File: src/rtl/dmem_arbiter.sv
// rtl/dmem_arbiter.sv - CPU-priority data-memory arbiter with external-port starvation guard.
// Optional DMEM_ARB_STATS_EN adds saturating grant/stall counters.
module dmem_arbiter #(
    parameter int ADDR_W     = 11,
    parameter int STARVE_MAX = 8
) (
    input  logic              clk,
    input  logic              rst_n,
    input  logic              cpu_read,
    input  logic [3:0]        cpu_writeb,
    input  logic [ADDR_W-1:0] cpu_addr,
    input  logic [31:0]       cpu_wdata,
    output logic              cpu_stall,
    output logic [31:0]       cpu_rdata,
    input  logic              ext_req,
    input  logic              ext_we,
    input  logic [3:0]        ext_be,
    input  logic [ADDR_W-1:0] ext_addr,
    input  logic [31:0]       ext_wdata,
    output logic              ext_gnt,
    output logic              ext_rvalid,
    output logic [31:0]       ext_rdata,
    output logic              mem_read,
    output logic [3:0]        mem_writeb,
    output logic [ADDR_W-1:0] mem_addr,
    output logic [31:0]       mem_wdata,
    input  logic [31:0]       mem_rdata
`ifdef DMEM_ARB_STATS_EN
    ,
    input  logic              stat_clr,
    output logic [15:0]       stat_ext_grants,
    output logic [15:0]       stat_cpu_stalls
`endif
);

    typedef enum logic {S_CPU, S_FORCE} state_t;

    localparam logic [7:0] STARVE_LIM = 8'(STARVE_MAX);

    state_t     state_q, state_d;
    logic [7:0] wait_cnt_q, wait_cnt_d;
    logic       rd_owner_q, rd_owner_d;
    logic       cpu_act;
    logic       force_gnt;

    always_comb begin
        cpu_act   = cpu_read | (|cpu_writeb);
        force_gnt = (state_q == S_FORCE) & ext_req;
        ext_gnt   = rst_n & ext_req & (force_gnt | ~cpu_act);
        cpu_stall = rst_n & force_gnt & cpu_act;

        // Idle bus still carries the CPU address/data so the pipeline path stays quiet.
        mem_read   = 1'b0;
        mem_writeb = 4'b0000;
        mem_addr   = cpu_addr;
        mem_wdata  = cpu_wdata;
        if (ext_gnt) begin
            mem_addr  = ext_addr;
            mem_wdata = ext_wdata;
            if (ext_we) begin
                mem_writeb = ext_be;
            end else begin
                mem_read = 1'b1;
            end
        end else if (rst_n && cpu_act) begin
            mem_read   = cpu_read;
            mem_writeb = cpu_writeb;
        end

        wait_cnt_d = wait_cnt_q;
        state_d    = state_q;
        if (ext_gnt || !ext_req) begin
            wait_cnt_d = 8'd0;
            state_d    = S_CPU;
        end else begin
            if (wait_cnt_q < STARVE_LIM) begin
                wait_cnt_d = wait_cnt_q + 8'd1;
            end
            if (wait_cnt_d == STARVE_LIM) begin
                state_d = S_FORCE;
            end
        end

        // Only an external read needs its data steered back next cycle.
        rd_owner_d = ext_gnt & ~ext_we;
    end

    assign ext_rvalid = rd_owner_q;
    assign ext_rdata  = mem_rdata;
    assign cpu_rdata  = mem_rdata;

    always_ff @(posedge clk) begin
        if (!rst_n) begin
            state_q    <= S_CPU;
            wait_cnt_q <= 8'd0;
            rd_owner_q <= 1'b0;
        end else begin
            state_q    <= state_d;
            wait_cnt_q <= wait_cnt_d;
            rd_owner_q <= rd_owner_d;
        end
    end

`ifdef DMEM_ARB_STATS_EN
    logic [15:0] stat_ext_grants_q, stat_cpu_stalls_q;

    always_ff @(posedge clk) begin
        if (!rst_n || stat_clr) begin
            stat_ext_grants_q <= 16'd0;
            stat_cpu_stalls_q <= 16'd0;
        end else begin
            if (ext_gnt && stat_ext_grants_q != 16'hFFFF) begin
                stat_ext_grants_q <= stat_ext_grants_q + 16'd1;
            end
            if (cpu_stall && stat_cpu_stalls_q != 16'hFFFF) begin
                stat_cpu_stalls_q <= stat_cpu_stalls_q + 16'd1;
            end
        end
    end

    assign stat_ext_grants = stat_ext_grants_q;
    assign stat_cpu_stalls = stat_cpu_stalls_q;
`endif

endmodule

File: config.mk
export PLATFORM = sky130hd
export DESIGN_NAME = dmem_arbiter
export DESIGN_NICKNAME = d
export VERILOG_FILES = /design/src/rtl/dmem_arbiter.sv
export SDC_FILE = /design/constraint.sdc
export NUM_CORES = 1
export LEC_CHECK = 0
export BUFFER_PORTS_ARGS = -buffer_cell sky130_fd_sc_hd__buf_2
export CAP_MARGIN = 20
export CELL_PAD_IN_SITES_DETAIL_PLACEMENT = 1
export CELL_PAD_IN_SITES_GLOBAL_PLACEMENT = 1
export CORE_MARGIN = 5
export CORE_UTILIZATION = 17
export DETAILED_ROUTE_END_ITERATION = 7
export HOLD_SLACK_MARGIN = 0.15
export PLACE_DENSITY_LB_ADDON = 0.1
export SYNTH_ARGS = -nofsm -noshare
export SYNTH_HDL_FRONTEND = slang
export SYNTH_SLANG_ARGS = --single-unit
File: constraint.sdc
create_clock -name clk -period 2.1 [get_ports clk]
set_clock_uncertainty 0.1 [all_clocks]
set_input_delay 0.105 -clock clk [delete_from_list [all_inputs] [get_ports clk]]
set_output_delay 0.105 -clock clk [all_outputs]
set_load 0.02 [all_outputs]
# ---- Word-level counts from Yosys, hierarchy flattened
# Index checks and enable logic that the tools add are counted.
dict set report totals {
  ff_bits 10
  in_bits 131
  out_inout_bits 115
  elab_cells 32
}
dict set report op_classes {
  n_addsub 1
  n_lt_le_gt_ge 1
  eq_ne 1
  muxes 10
  bitwise_logic 11
  reduce_logical 5
}
# op n
set ops {}
lappend ops {{32-bit 2-to-1 mux} 1}
lappend ops {{8-bit 2-to-1 mux} 2}
lappend ops {{4-bit 2-to-1 mux} 3}
lappend ops {{11-bit 2-to-1 mux} 1}
lappend ops {{8-bit by 1-bit adder with 8-bit output (second input constant)} 1}
lappend ops {{8-bit by 4-bit equality test with 1-bit output (second input constant)} 1}
lappend ops {{8-bit by 4-bit < comparator with 1-bit output (second input constant)} 1}
lappend ops {{1-bit AND} 6}
lappend ops {{4-bit OR reduction} 1}
lappend ops {{1-bit 2-to-1 mux} 3}
lappend ops {{1-bit NOT} 3}
lappend ops {{1-bit OR} 2}
lappend ops {{2-bit OR reduction} 1}
lappend ops {{1-bit logical AND} 1}
lappend ops {{1-bit logical NOT} 1}
lappend ops {{1-bit logical OR} 1}

# ---- Logic depth before layout (Yosys ltp)
# Gate-level depths: netlist of run 1.
dict set report depth {
  word_depth 8
  mapped_depth 5
  mapped_depth_nobuf 4
}

# ---- Least setup slack after synthesis of run 1
# OpenSTA, ideal clock, no wires.
dict set report synth_timing {
  path_type {register -> register}
  from {reg wait_cnt_q[4]}
  to {reg state_q}
  t_arrival_ns 1.737
  required_ns 1.897
  path_slack_ns 0.159
  stages_incl_launch_ff 5
  path_cell_list {dfxtp_1 > or4_1 > buf_2 > or4_4 > a2111oi_2}
}
dict set report synth_between {
  elab_chain_cells 4
  elab_cells_between_ends 5
  classes_between {add/sub (1); order compare (1); eq/ne (1); mux (2)}
}
# element line_no
set synth_rtl {}
lappend synth_rtl {{start: declaration} 41} ;# logic [7:0] wait_cnt_q, wait_cnt_d;
lappend synth_rtl {{start signal: assignment} 99} ;# wait_cnt_q <= wait_cnt_d;
lappend synth_rtl {{8-bit by 1-bit adder with 8-bit output or 8-bit by 4-bit < comparator with 1-bit output (tied branches)} {77, 76}}
lappend synth_rtl {{8-bit 2-to-1 mux (*)} 76} ;# if (wait_cnt_q < STARVE_LIM) begin
lappend synth_rtl {{8-bit 2-to-1 mux (*)} 72} ;# if (ext_gnt || !ext_req) begin
lappend synth_rtl {{8-bit by 4-bit equality test with 1-bit output (*)} 79} ;# if (wait_cnt_d == STARVE_LIM) begin
lappend synth_rtl {{end signal: assignment} 98} ;# state_q <= state_d;
lappend synth_rtl {{end: declaration} 40} ;# state_t state_q, state_d;
# Mark *: on every way between the ends. The rest lies on a longest branch, timed or not. The select of a mux whose other input is x is not followed.
# A chain may end at the register's enable or synchronous reset.

# ---- Worst setup path in the final report of run 1
dict set report layout_timing {
  from {reg state_q}
  to {out mem_wdata[29]}
}
dict set report layout_between {
  elab_chain_cells 4
}
# element line_no
set layout_rtl {}
lappend layout_rtl {{1-bit AND} 48} ;# force_gnt = (state_q == S_FORCE) & ext_req;
lappend layout_rtl {{1-bit OR} 49} ;# ext_gnt = rst_n & ext_req & (force_gnt | ~cpu_act);
lappend layout_rtl {{1-bit AND} 49}
lappend layout_rtl {{32-bit 2-to-1 mux} 57} ;# if (ext_gnt) begin
lappend layout_rtl {{end: declaration} 26} ;# output logic [31:0] mem_wdata,
# No other way between the ends.

==> results of run 1 <==
==> power groups by stage <==
stage | logic (mW) | registers [mW] | clock network [mW]
6_report | 0.427 | 0.195 | 0.245
2_1_floorplan | 0.307 | 0.198 | 0
3_3_place_gp | 0.284 | 0.198 | 0
3_5_place_dp | 0.285 | 0.198 | 0
4_1_cts | 0.433 | 0.194 | 0.255
5_1_grt | 0.457 | 0.194 | 0.272
==> layout by cell type (no fill, tap or decap), types with 2 or more instances in the layout <==
| master | synthesis | final |
|---|---|---|
| buf_2 | 1 | 149 |
| dlygate4sd3_1 | 0 | 33 |
| mux2_1 | 23 | 23 |
| mux2_2 | 20 | 20 |
| dfxtp_1 | 10 | 10 |
| nand2_1 | 6 | 6 |
| nand3_1 | 6 | 6 |
| o21ai_1 | 4 | 4 |
| a21oi_1 | 4 | 4 |
| and2_1 | 4 | 4 |
| o21ai_0 | 4 | 4 |
| clkbuf_8 | 0 | 4 |
| nor2_1 | 2 | 2 |
| inv_1 | 2 | 2 |
| nand2b_1 | 2 | 2 |
| or3_1 | 2 | 2 |
| buf_4 | 64 | 2 |
==> metrics by stage <==
stage | util, % | setup slack [ns] | power [mW] | cell area (sq um) | hold WS (ns)
floorplan | - | 0.159 | 0.505 | 1500 | 0.0774
global placement | 22.3 | 0.230 | 0.482 | 1930 | 0.110
detailed placement | 22.3 | 0.211 | 0.483 | 1930 | 0.110
CTS | 26.7 | 0.0340 | 0.882 | 2320 | 0.253
global route | 26.8 | 0.0359 | 0.924 | 2320 | 0.303
finish | 26.8 | 0.131 | 0.867 | 2320 | 0.247
==> flip-flops by register name, summed over array words and instances, names as in the netlist <==
| name | flops |
|---|---|
| state_q | 1 |
| wait_cnt_q | 8 |
| ext_rvalid | 1 |
==> kinds of logic (layout without fill, tap and decap cells) <==
family | after synthesis | after routing | share of synthesized area (%)
buffers and inverters | 73 | 192 | 34.4
and+or+nand+nor | 29 | 29 | 10.8
AOI/OAI and AO/OA | 17 | 17 | 7.09
DFF | 10 | 10 | 13.3
muxes | 44 | 44 | 32.9
adders and majority gates | 1 | 1 | 0.834
xor gates and xnor gates | 1 | 1 | 0.584
==> per-layer routing <==
metal  wire [um]  up-vias  GRT usage (%)
met5           7        -              0
met4          32        2           1.20
met3         627        6           4.72
met2        3620       99           21.1
met1        2340      738           11.8
li1            -      776              -
==> critical path: stages (launching register included) <==
cell and delay [ns]:
dfxtp_1 0.33, and3_1 0.18, a41oi_4 0.22, buf_6 0.26, mux2_1 0.36, buf_2 0.17
==> layout make-up <==
| cell class | count | area [sq um] | area share (%) |
|---|---|---|---|
| Clock buffer | 4 | 55.1 | 2.37 |
| Inverter | 2 | 7.51 | 0.323 |
| Multi-Input combinational cell | 92 | 803 | 34.6 |
| Sequential cell | 10 | 200 | 8.62 |
| Tap cell | 108 | 135 | 5.82 |
| Timing Repair Buffer | 186 | 1120 | 48.3 |
==> timing repair <==
action | in CTS | in global routing
resized for setup | 0 | 1
endpoints found under the setup margin | 0 | 15
hold buffers | 33 | 0
hold endpoints to repair | 65 | 0
==> final timing paths <==
kind	end	slack, ns	cells past startpoint
max	mem_wdata[29]	0.13	5
min	wait_cnt_q[3]	0.25	4
max reg2reg	state_q	0.22	3
min reg2reg	wait_cnt_q[5]	0.35	1
==> impl_metrics.json, run 1 <==
{
  "status": "finished, final reports clean",
  "maxCapViolations": 0,
  "wire_per_inst_um": 16.5,
  "post-route-min-period_ns": 1.97,
  "ys_top_cells_by_area": "buf_4, mux2_1, mux2_2",
  "p_clk_share_pct": 28.3,
  "powerDensity_mw_per_mm2": 373,
  "ys_seq_area_share_pct": 13.3,
  "max_freq_mhz": 508,
  "slew_headroom_pct": 69.2,
  "syn-num-nets": 307,
  "grt_overflow": 0,
  "worstPathRequired_ns": 1.89,
  "grt_setup_unrepaired": "false",
  "die_w_um": 104,
  "start_util_pct": 17.3,
  "finalSetupTns_ns": 0,
  "grt_max_degree": 29,
  "drc": 0,
  "grt_pass1_vias": 1746,
  "synth_commonest_cells": "buf_4, mux2_1, mux2_2, dfxtp_1",
  "reg2reg_from": "wait_cnt_q[4]",
  "layout-drive-gt1-share_pct": 61.6,
  "dpl.hpwl_um": 5360,
  "clock_latency_ns": 0.24,
  "ys_ff_latch": 10,
  "setup_viol": 0,
  "grtUsageTotal_pct": 11.2,
  "tightest_slew_ns": 0.460,
  "synthCells": 175,
  "fillers": 1102,
  "antenna_cells": 0,
  "drtIter0Drc": 41,
  "min-delay-start": "ext_req",
  "placedCellCount": 365,
  "ys_warn_count": 0,
  "cts_root_buf": "clkbuf_8",
  "syn_area_per_cell_sq_um": 8.57,
  "area_growth_pct": 54.9,
  "synthArstFlopShare_pct": 0,
  "synth_top_area_share_pct": 32.0,
  "fin_crit_sh_pct": 93.8,
  "io-pin-count": 246,
  "cts.sinks": 10,
  "dr.pass1.iters": 4,
  "num_vias": 1621,
  "ant_nets": 0,
  "finalWirelength_um": 6620,
  "clock_path_buffers": 2,
  "final_nets": 427,
  "p_switching_mw": 0.332,
  "dieArea_sq_mm": 0.0108,
  "synth_ff_type": "dfxtp_1",
  "switching_share_pct": 38.3,
  "clk_pin_slew_ns": 0.05,
  "antenna_found_initial": 1,
  "syn_area_sq_mm": 0.00150,
  "port_buffers": 149,
  "worst_ep_arrival_time_ns": 1.76,
  "pwr-share-seq_pct": 22.5,
  "routed_via_density": 4.03,
  "p_int_mw": 0.535,
  "ys_types": 31,
  "synthMostInstantiatedCell": "buf_4",
  "leakage_nw": 1.18,
  "crit_path_start_kind": "flop",
  "hold_viol": 0,
  "fin_cells": 402,
  "synth_top_area_cell": "buf_4",
  "cts_inserted_buffers": 3,
  "p_comb_share_pct": 49.3,
  "critPathCaptureType": "output port",
  "num_rows": 34,
  "ir_drop_mv": 0.140,
  "grt_pass1_wl_um": 9930,
  "cts_tree": "built",
  "place_congestion": 0.678,
  "crit_path_max_fanout": 22,
  "crit_start": "state_q",
  "core_sq_mm": 0.00868,
  "die_y_um": 104,
  "synth_enable_flop_cells": 0,
  "htreeDepth": 1,
  "setup.worst_path.class": "reg -> out",
  "finalMaxSlewViolations": 0,
  "post_cts_buffers": 0,
  "min_path_type": "in -> reg"
}
Note: power is estimated with default switching activity, not from simulation.
==> run 2: changes to the inputs <==
Settings changed: CELL_PAD_IN_SITES_DETAIL_PLACEMENT 1 to 2, CELL_PAD_IN_SITES_GLOBAL_PLACEMENT 1 to 2, CORE_UTILIZATION 17 to 12.
==> run 2 against run 1 <==
Non-clock buffer count is the same. Combinational power barely moved. Register-to-register slack about the same. Maximum frequency down 1.4%. Highest routed layer unchanged. Sequential power barely moved. Global-route usage shrank 2.3 points. Worst setup slack lost 0.028 ns. Cell area up 4.5%. Count of clock-buffer cells in the layout unchanged. Power rose by 15%.
==> impl_metrics.json, run 2 (synthesis gave the netlist of run 1 again) <==
{
  "final_common_cell": "buf_2",
  "max_freq_mhz": 501,
  "worst_ep_arrival_time_ns": 1.79,
  "num_rows": 40,
  "ir_drop_mv": 0.217,
  "start_util_pct": 12.4,
  "cts_root_buf": "clkbuf_16",
  "antenna_cells": 0,
  "multi_input_area_sq_um": 803,
  "tightest_slew_ns": 0.483,
  "cts_hold_buf": 33,
  "worstPathRequired_ns": 1.89,
  "ant_nets": 0,
  "final_nets": 427,
  "io-pin-count": 246,
  "drc": 0,
  "post-route-min-period_ns": 2.00,
  "dr.pass1.iters": 2,
  "powerDensity_mw_per_mm2": 411,
  "place_congestion": 0.684,
  "largest_reg_flops": 8,
  "setup.worst_path.class": "reg -> out",
  "clock_latency_ns": 0.23,
  "fin_hold_ws_ns": 0.270,
  "antenna_found_initial": 2,
  "routed_via_density": 3.63,
  "layout-drive-gt1-share_pct": 61.6,
  "regArea_sq_um": 200,
  "post_cts_resized": 0,
  "port_buffers": 149,
  "place_area_sq_mm": 0.00201,
  "min_path_type": "in -> reg",
  "die_y_um": 122,
  "final_cell_mix": "buf_2, dlygate4sd3_1, mux2_1",
  "slew_headroom_pct": 67.6,
  "fillers": 1446,
  "fin_crit_sh_pct": 95.1,
  "htreeDepth": 1,
  "finish.instance_area_sq_mm": 0.00243,
  "grt_pass1_vias": 1934,
  "finalSetupTns_ns": 0,
  "crit_path_start_kind": "flop",
  "cts.sinks": 10,
  "top_register": "wait_cnt_q",
  "finalWirelength_um": 7290,
  "dpl.hpwl_um": 6030,
  "grt_max_degree": 34,
  "setup_viol": 0,
  "final_core_util_pct": 20.1,
  "cts_inserted_buffers": 3,
  "drtIter0Drc": 17,
  "grt_overflow": 0,
  "crit_path_max_fanout": 17,
  "dieArea_sq_mm": 0.0148,
  "post_cts_buffers": 0,
  "status": "finished, final reports clean",
  "finalMaxSlewViolations": 0,
  "area_growth_pct": 61.9,
  "grt_setup_unrepaired": "false",
  "num_vias": 1676,
  "critPathCaptureType": "output port",
  "maxCapViolations": 0,
  "leakage_nw": 1.19,
  "core_sq_mm": 0.0121,
  "grtUsageTotal_pct": 8.91,
  "cts_tree": "built",
  "grt_pass1_wl_um": 10400,
  "die_w_um": 122,
  "wire_per_inst_um": 15.8,
  "hold_viol": 0,
  "clk_pin_slew_ns": 0.04,
  "clock_path_buffers": 2
}
[run 2: cell counts in the layout (fill, tap and decap cells not counted)]
Identical to the previous run, type by type.
[run 2: where the power goes]
part | internal (mW) | switching [mW]
clock network | 0.286 | 0.0901
registers | 0.193 | 0.00249
logic | 0.177 | 0.250
[run 2: cell type report]
class / instances / area share [%]
repair buffers: 186 / 46.1
multi-input cells: 92 / 33.1
clock buffers: 4 / 3.66
flip-flops and latches: 10 / 8.24
well taps: 168 / 8.66
inverters: 2 / 0.309
[run 2: metal layers]
layer / vias to the layer above / wire [um] / global-route usage [%] / share of wire [%]
met5: - / 34 / 0 / 0.47
met4: 4 / 31 / 1.40 / 0.43
met3: 6 / 728 / 3.76 / 10
met2: 115 / 4200 / 18.0 / 58
met1: 773 / 2300 / 8.38 / 32
li1: 778 / - / - / -
[run 2: stage by stage]
step                      setup WS (ns)  power [mW]  cells
after floorplan                   0.159       0.505    175
after global routing             0.0223        1.05    462
after detailed placement          0.205       0.486    425
after global placement            0.231       0.484    425
final                             0.104       0.999    462
after CTS                        0.0702        1.02    462
[run 2: critical path, stage by stage, from the launching register on]
cell	delay, ns
dfxtp_1	0.34
and3_1	0.18
a41oi_4	0.21
buf_4	0.30
mux2_2	0.36
buf_2	0.16
[run 2: final timing paths]
path	start	to	slack, ns	cells after the start
setup reg to reg	wait_cnt_q[4]	state_q	0.21	3
hold / removal	ext_req	wait_cnt_q[3]	0.27	4
hold reg to reg	wait_cnt_q[7]	wait_cnt_q[7]	0.35	1
setup / recovery	state_q	mem_wdata[6]	0.10	5
==> run 3: changes to the inputs <==
Settings changed: ABC_AREA set to 1, CORE_UTILIZATION 12 to 11, MAX_ROUTING_LAYER set to met4.
==> run 3 against run 2 <==
Die area rose by 12%. Worst setup slack improved by 0.25 ns. Count of clock-buffer cells in the layout did not move. Core utilization fell by 2.5 points. Sequential share of layout area barely moved. Power rose by 1.1%. First-iteration DRC count rose by 140%. Cell area barely moved. Via count rose by 27%. Register-to-register slack improved by 0.53 ns. Critical path type unchanged. Largest cell class unchanged. Largest power group unchanged.
==> impl_metrics.json, run 3 <==
{
  "placedCellCount": 543,
  "power_mw": 1.01,
  "core_sq_mm": 0.0139,
  "finalSetupTns_ns": 0,
  "worstPathRequired_ns": 1.89,
  "switching_share_pct": 35.8,
  "synthAdderAreaFrac_pct": 0.801,
  "synth_top_area_share_pct": 35.1,
  "port_buffers": 149,
  "synth-simple-area-share_pct": 43.2,
  "synthMostInstantiatedCell": "nand2_1",
  "synth_ff_type": "dfxtp_1",
  "die_y_um": 129,
  "cts_root_buf": "clkbuf_16",
  "num_vias": 2124,
  "final_common_cell": "buf_2",
  "grt_pass1_vias": 2267,
  "maxCapViolations": 0,
  "clk_pin_slew_ns": 0.04,
  "p_switching_mw": 0.362,
  "post-place-ws_ns": 0.514,
  "synth_commonest_cells": "nand2_1, buf_4, inv_1, nor2_1",
  "dpl.hpwl_um": 6220,
  "grt_setup_unrepaired": "false",
  "ys_ff_latch": 10,
  "synthCells": 285,
  "cp_slowest_cell": "dfxtp_1",
  "clock_latency_ns": 0.24,
  "tightest_slew_ns": 0.427,
  "area_growth_pct": 55.6,
  "synth_enable_flop_cells": 0,
  "cts_tree": "built",
  "cts_hold_buf": 33,
  "final_core_util_pct": 17.5,
  "p_int_mw": 0.648,
  "finalMaxSlewViolations": 0,
  "cts.sinks": 10,
  "post_cts_resized": 0,
  "top_register": "wait_cnt_q",
  "min_path_type": "reg -> reg",
  "setup.worst_path.class": "reg -> out",
  "synth-xor-area-share_pct": 0,
  "hold_viol": 0,
  "htreeDepth": 1,
  "routed_via_density": 3.66,
  "syn_area_sq_mm": 0.00156,
  "clock_path_buffers": 2,
  "ant_nets": 0,
  "cp_slowest_stage_delay_ns": 0.32,
  "drtIter0Drc": 41,
  "fin_hold_ws_ns": 0.344,
  "finalWirelength_um": 8000,
  "crit_chain": "nand2_1, nand2_1, nand2_2, buf_4, nand2_1, o21ai_0, buf_2",
  "final_nets": 533,
  "p_clk_share_pct": 37.9,
  "fin_cells": 580,
  "dieArea_sq_mm": 0.0167,
  "synth-compound-area-share_pct": 3.45,
  "leakage_nw": 1.41,
  "powerDensity_mw_per_mm2": 416,
  "drc": 0,
  "grt_overflow": 0,
  "fillers": 1727,
  "num_rows": 43,
  "critPathCaptureType": "output port",
  "status": "finished, final reports clean",
  "ir_drop_mv": 0.339,
  "synth_mux_area_share_pct": 0,
  "place_congestion": 0.685,
  "grt_pass1_wl_um": 11300,
  "pwr-share-seq_pct": 19.3,
  "dr.pass1.iters": 4,
  "ys_top_cells_by_area": "nand2_1, buf_4, dfxtp_1",
  "io-pin-count": 246,
  "grt_max_degree": 48,
  "synthArstFlopShare_pct": 0,
  "place_area_sq_mm": 0.00201,
  "synth_top_area_cell": "nand2_1",
  "grtUsageTotal_pct": 8.72,
  "largest_reg_flops": 8,
  "syn_area_per_cell_sq_um": 5.48,
  "ys_warn_count": 0,
  "p_comb_share_pct": 42.9,
  "post_cts_buffers": 0,
  "antenna_cells": 0,
  "post-route-min-period_ns": 1.75,
  "ys_types": 17,
  "max_freq_mhz": 572,
  "synth_top_family_by_area": "simple AND/OR/NAND/NOR gates",
  "syn-num-nets": 417,
  "crit_path_max_fanout": 22,
  "final.setup.worst_slack_ns": 0.351,
  "wire_per_inst_um": 13.8,
  "finish.instance_area_sq_mm": 0.00243,
  "antenna_found_initial": 0,
  "path_common_cell": "nand2_1",
  "final_cell_mix": "buf_2, nand2_1, dlygate4sd3_1",
  "worst_ep_arrival_time_ns": 1.54,
  "die_w_um": 129,
  "slew_headroom_pct": 71.4,
  "start_util_pct": 11.2,
  "setup_viol": 0,
  "layout-drive-gt1-share_pct": 40.0,
  "ys_seq_area_share_pct": 12.8,
  "cts_inserted_buffers": 3,
  "fin_crit_sh_pct": 83.3,
  "crit_path_start_kind": "flop"
}
run 3: cell types whose count changed after synthesis, sizes merged, moves of 3 or more:
| cell | previous run | this run |
|---|---|---|
| nor2 | 2 | 13 |
| o21ai | 8 | 5 |
| nand3 | 6 | 10 |
| nand4 | 0 | 3 |
| nand2 | 6 | 147 |
| clkbuf | 6 | 1 |
| inv | 2 | 17 |
| mux2 | 43 | 0 |
| buf | 65 | 73 |
| and2 | 5 | 0 |
run 3: area by class of cell:
type / count / area (sq um) / share of cell area [%]
tap: 180 / 225 / 9.27
sequential: 10 / 200 / 8.24
inverter: 17 / 63.8 / 2.63
timing repair buffer: 185 / 1110 / 45.7
multi-input combinational: 184 / 741 / 30.5
clock buffer: 4 / 88.8 / 3.66
run 3: logic make-up (layout without fill, tap and decap cells):
group | after synthesis | count (layout)
simple gates | 173 | 173
flops | 10 | 10
buf+inv | 91 | 206
fa+ha+maj | 1 | 1
compound gates | 10 | 10
run 3: power by group through the flow:
stage | logic (mW) | clock network [mW] | registers (mW)
3_5_place_dp | 0.294 | 0 | 0.198
2_1_floorplan | 0.308 | 0 | 0.197
5_1_grt | 0.471 | 0.407 | 0.194
4_1_cts | 0.440 | 0.395 | 0.194
6_report | 0.433 | 0.383 | 0.194
3_3_place_gp | 0.290 | 0 | 0.198
run 3: worst max-delay path, delay by kind of cell, from the launching register on:
kind                   cells  cell delay (ns)
AO/OA/AOI/OAI              1             0.17
buffers and inverters      2             0.45
flip-flops                 1             0.32
AND/OR/NAND/NOR            4             0.35
run 3: path summary, 6_finish.rpt:
check | from | endpoint | slack [ns] | cells past startpoint
setup / recovery | state_q | mem_writeb[1] | 0.35 | 7
hold / removal | wait_cnt_q[7] | wait_cnt_q[7] | 0.34 | 2
setup reg to reg | wait_cnt_q[0] | state_q | 0.74 | 9
hold reg to reg | wait_cnt_q[7] | wait_cnt_q[7] | 0.34 | 2
run 3: per-layer routing:
metal / share of wire (%) / wire length [um] / track usage (%) / up-vias
li1: - / - / - / 1026
met1: 35 / 2810 / 9.18 / 960
met2: 52 / 4180 / 16.6 / 132
met3: 12 / 941 / 2.47 / 6
met4: 0.76 / 61 / 0.926 / 0
met5: 0 / 0 / - / -
